[config.mk]
export PLATFORM = sky130hd
export DESIGN_NAME = logic_shift_unit
export DESIGN_NICKNAME = d
export VERILOG_FILES = /design/src/rtl/logic_shift_unit.sv
export SDC_FILE = /design/constraint.sdc
export NUM_CORES = 1
export LEC_CHECK = 0
export BUFFER_PORTS_ARGS = -buffer_cell sky130_fd_sc_hd__buf_2
export CAP_MARGIN = 20
export CORE_ASPECT_RATIO = 0.9
export CORE_MARGIN = 2
export CORE_UTILIZATION = 59
export CTS_CLUSTER_DIAMETER = 40
export CTS_CLUSTER_SIZE = 28
export DETAILED_ROUTE_END_ITERATION = 16
export PLACE_DENSITY = 0.86
export SLEW_MARGIN = 20
export SYNTH_ARGS = -nofsm -noshare
export SYNTH_HDL_FRONTEND = slang
export SYNTH_SLANG_ARGS = --single-unit
[constraint.sdc]
create_clock -name clk -period 6 [get_ports clk]
set_input_delay 0.3 -clock clk [delete_from_list [all_inputs] [get_ports clk]]
set_output_delay 0.3 -clock clk [all_outputs]
set_load 0.02 [all_outputs]
[src/rtl/logic_shift_unit.sv]
// rtl/logic_shift_unit.sv - 32-bit logic/shift unit with IDLE/EXEC/FIN sequencing and serial shifter
module logic_shift_unit (
    input  logic        clk,
    input  logic        rst,
    input  logic        start,
    input  logic [2:0]  oprn,
    input  logic [31:0] op1,
    input  logic [31:0] op2,
    output logic [31:0] result,
    output logic        zero,
    output logic        busy,
    output logic        done
);

    localparam logic [2:0] OP_AND = 3'b000;
    localparam logic [2:0] OP_OR  = 3'b001;
    localparam logic [2:0] OP_NOR = 3'b010;
    localparam logic [2:0] OP_NOT = 3'b011;
    localparam logic [2:0] OP_SLL = 3'b100;
    localparam logic [2:0] OP_SRL = 3'b101;
    localparam logic [2:0] OP_SRA = 3'b110;

    typedef enum logic [1:0] {
        IDLE = 2'b00,
        EXEC = 2'b01,
        FIN  = 2'b10
    } state_t;

    state_t      state;
    state_t      state_next;
    logic [2:0]  oprn_q;
    logic [4:0]  shift_cnt;
    logic [31:0] work;
    logic [31:0] load_value;
    logic        is_shift;
    logic        accept;
    logic        complete;

    // Shifts are the only multi-cycle ops; the reserved code (111) falls outside this set.
    assign is_shift = (oprn_q == OP_SLL) || (oprn_q == OP_SRL) || (oprn_q == OP_SRA);
    assign accept   = start && ((state == IDLE) || (state == FIN));
    assign complete = (state == EXEC) && (!is_shift || (shift_cnt == 5'd0));

    // Value loaded into the work register at acceptance: finished logic result, or the shift source.
    always_comb begin
        load_value = 32'h0000_0000;
        case (oprn)
            OP_AND:  load_value = op1 & op2;
            OP_OR:   load_value = op1 | op2;
            OP_NOR:  load_value = ~(op1 | op2);
            OP_NOT:  load_value = ~op1;
            OP_SLL:  load_value = op1;
            OP_SRL:  load_value = op1;
            OP_SRA:  load_value = op1;
            default: load_value = 32'h0000_0000;
        endcase
    end

    // State register.
    always_ff @(posedge clk or posedge rst) begin
        if (rst) begin
            state <= IDLE;
        end else begin
            state <= state_next;
        end
    end

    // Next-state logic: START is honoured only from IDLE or FIN.
    always_comb begin
        state_next = state;
        case (state)
            IDLE:    state_next = start ? EXEC : IDLE;
            EXEC:    state_next = complete ? FIN : EXEC;
            FIN:     state_next = start ? EXEC : IDLE;
            default: state_next = IDLE;
        endcase
    end

    // Status outputs decoded straight from the state register.
    always_comb begin
        busy = 1'b0;
        done = 1'b0;
        case (state)
            EXEC:    busy = 1'b1;
            FIN:     done = 1'b1;
            default: begin
                busy = 1'b0;
                done = 1'b0;
            end
        endcase
    end

    // Operand latch and serial shifter; the work register carries the intermediate value.
    always_ff @(posedge clk or posedge rst) begin
        if (rst) begin
            oprn_q    <= 3'b000;
            shift_cnt <= 5'd0;
            work      <= 32'h0000_0000;
        end else if (accept) begin
            oprn_q    <= oprn;
            shift_cnt <= op2[4:0];
            work      <= load_value;
        end else if ((state == EXEC) && is_shift && (shift_cnt != 5'd0)) begin
            shift_cnt <= shift_cnt - 5'd1;
            case (oprn_q)
                OP_SLL:  work <= {work[30:0], 1'b0};
                OP_SRL:  work <= {1'b0, work[31:1]};
                default: work <= {work[31], work[31:1]};
            endcase
        end
    end

    // RESULT/ZERO change only at completion so they hold across later acceptances.
    always_ff @(posedge clk or posedge rst) begin
        if (rst) begin
            result <= 32'h0000_0000;
            zero   <= 1'b1;
        end else if (complete) begin
            result <= work;
            zero   <= (work == 32'h0000_0000);
        end
    end

endmodule

==> flow_summary.toml <==
[worst_hold_path]
hold_class = "in2reg"
worstHoldStart = "op2[0]"
whs_path_depth = 3
hold_end = "shift_cnt[0]"

[clock_network]
cts_root_buffer = "clkbuf_8"
path_clk_slew_ps = 90
clock-sinks = 75
htreeDepth = 3
post_cts_buffers = 0
ctsHoldBuffers = 0
insertion_delay_ps = 360
cts_tree = "built"
cts_resized = 0
cts_buffers = 9
clock_path_buffers = 2

[global_routing]
grt.total_usage = 0.278
first_global_vias = 3764
antenna_found_initial = 0
grt-ovfl-total = 0
grt_first_pass_wirelength_mm = 19.2
grt_max_degree = 98

[route]
firstDrtPassIters = 5
routed_wl_mm = 12.2
vias_per_cell = 6.37
drtIter0Drc = 279
antenna_left = 0
wl_per_cell_um = 18.8
drc = 0
num_vias = 4141

[placed_design]
routabilityCongestion = 0.876
place_ws_ps = 3430
numPortBuffers = 104
dp_hpwl_mm = 8.23

[outcome]
status = "finished, final reports clean"

[die]
ios = 105
die_x_um = 98.8
core-area_um2 = 7950
num_rows = 31
initial_utilization = 0.600
die_h_um = 89.3
dieArea_um2 = 8820

[final_layout]
final_nets = 617
area_delta_synth_final_pct = 13.3
layout_common_cells = "buf_2 (104), dfrtp_1 (74), mux2i_1 (58), nor2_1 (37), o21ai_0 (34)"
multi_input_area_um2 = 2630
layout_commonest_cell = "buf_2"
fillers = 588
diodes = 0
regArea_um2 = 1880
drive_above_1_share = 0.307

[sta]
worstMarginPinSlew_ps = 1040
setup_ws_ps = 3680
finalMaxSlewViolations = 0
fin_worst_skew_ps = 9.55
grt_setup_unrepaired = "false"
fmax_mhz = 431
holdWs_ps = 188
max_slew_margin = 0.307
setup_tns_ps = 0
finalHoldViolCount = 0
finalSetupViolations = 0
fin_crit_sh = 0.387
period_minus_slack_ps = 2320

[logic_synthesis]
syn_area_per_cell_um2 = 10.0
synth_edf_count = 0
synth_cells = 476
ys_types = 44
syn_nets = 547
ys_ff_latch = 75
async_reset_ff_frac = 1.00
syn_area_um2 = 4770
synth_ff_type = "dfrtp_1"
yosys_warnings = 0
synth_seq_area_share = 0.394

[worst_setup_path]
start_kind = "flop"
r2r-end = "work[27]"
reg2reg_from = "oprn_q[2]"
worst-path-max-fanout = 66
cp.arrival_ps = 2550
cp.required_ps = 6230
end_kind = "flop"
reg2reg_slack_ps = 3680
r2r_cells = 4
path_class = "reg2reg"

[power_and_ir_drop]
vdd_drop_max_mv = 0.265
powerDensity_nw_per_um2 = 504
leakagePower_nw = 2.36

[job]
drv_cap = 0
kinds of logic (layout without fill, tap and decap cells):
kind of cell             Yosys count  after routing  share of synthesized area
adder cells (fa/ha/maj)            1              1                    0.00262
buffers and inverters             54            129                     0.0598
flip-flops                        75             75                      0.394
AO/OA/AOI/OAI                    139            139                      0.201
AND/OR/NAND/NOR                  113            113                      0.117
multiplexers                      90             90                      0.219
XOR/XNOR                           4              4                    0.00735
metrics by stage:
stage | util | instances | cell area [um2] | power [mW]
2_1_floorplan | - | 476 | 4770 | 1.99
3_3_place_gp | 0.653 | 634 | 5190 | 2.25
3_5_place_dp | 0.653 | 634 | 5190 | 2.31
4_1_cts | 0.679 | 650 | 5400 | 2.71
5_1_grt | 0.679 | 650 | 5400 | 2.88
6_report | 0.679 | 650 | 5400 | 2.72
worst max-delay path by stage:
stage | from | to | slack, ps | cells after the start
finish | oprn_q[2] | work[27] | 3680 | 4
global route | oprn_q[1] | work[27] | 3460 | 4
CTS | shift_cnt[0] | result[28] | 3590 | 5
detailed placement | oprn[0] | work[5] | 3430 | 6
global placement | oprn[0] | work[6] | 3510 | 6
floorplan | rst | oprn_q[0] | 3790 | 1
sequential cells by signal, indices dropped and copies added, names as in the netlist:
name       flops
shift_cnt      5
result        32
state          2
zero           1
work          32
oprn_q         3
worst max-delay path, cell delays in order, from the launching register on:
cell and delay, ps:
dfrtp_1 450, a21boi_0 490, and3_4 780, nor3_1 120
a221oi_1 330
layer usage:
metal | part of all wire | vias up | global-route usage
met3 | 0.079 | 21 | 0.0680
met5 | 0 | - | 0
met1 | 0.46 | 2020 | 0.408
met4 | 0.017 | 0 | 0.0884
li1 | - | 1938 | -
met2 | 0.44 | 162 | 0.408
synthesized netlist by cell type (4+ instances only):
| master | n | area, um2 |
|---|---|---|
| nor4_1 | 8 | 50.1 |
| nand4_1 | 4 | 25.0 |
| a221oi_2 | 6 | 90.1 |
| nor2b_1 | 7 | 43.8 |
| clkbuf_1 | 36 | 135 |
| inv_1 | 4 | 15.0 |
| dfrtp_1 | 74 | 1850 |
| buf_1 | 5 | 18.8 |
| mux2_2 | 5 | 56.3 |
| a221oi_1 | 24 | 210 |
| a2111oi_0 | 4 | 35.0 |
| a21oi_1 | 32 | 160 |
| a211oi_1 | 29 | 218 |
| o21ai_0 | 34 | 170 |
| mux2i_1 | 58 | 581 |
| mux2_4 | 27 | 405 |
| buf_6 | 5 | 56.3 |
| nand2_1 | 14 | 52.6 |
| nor2_1 | 37 | 139 |
| nor3_1 | 31 | 155 |
cell type report:
cell class	instances	area share
Clock inverter	6	0.0118
Multi-Input combinational cell	347	0.486
Sequential cell	75	0.348
Clock buffer	10	0.0255
Timing Repair Buffer	109	0.103
Inverter	4	0.00278
Tap cell	99	0.0229
power breakdown:
group	leakage, nW	switching [mW]	total (mW)	internal [mW]
logic	1.41	0.652	1.26	0.613
clock network	0.0987	0.198	0.401	0.203
registers	0.859	0.295	1.06	0.762
(Power assumes the default switching activity.)
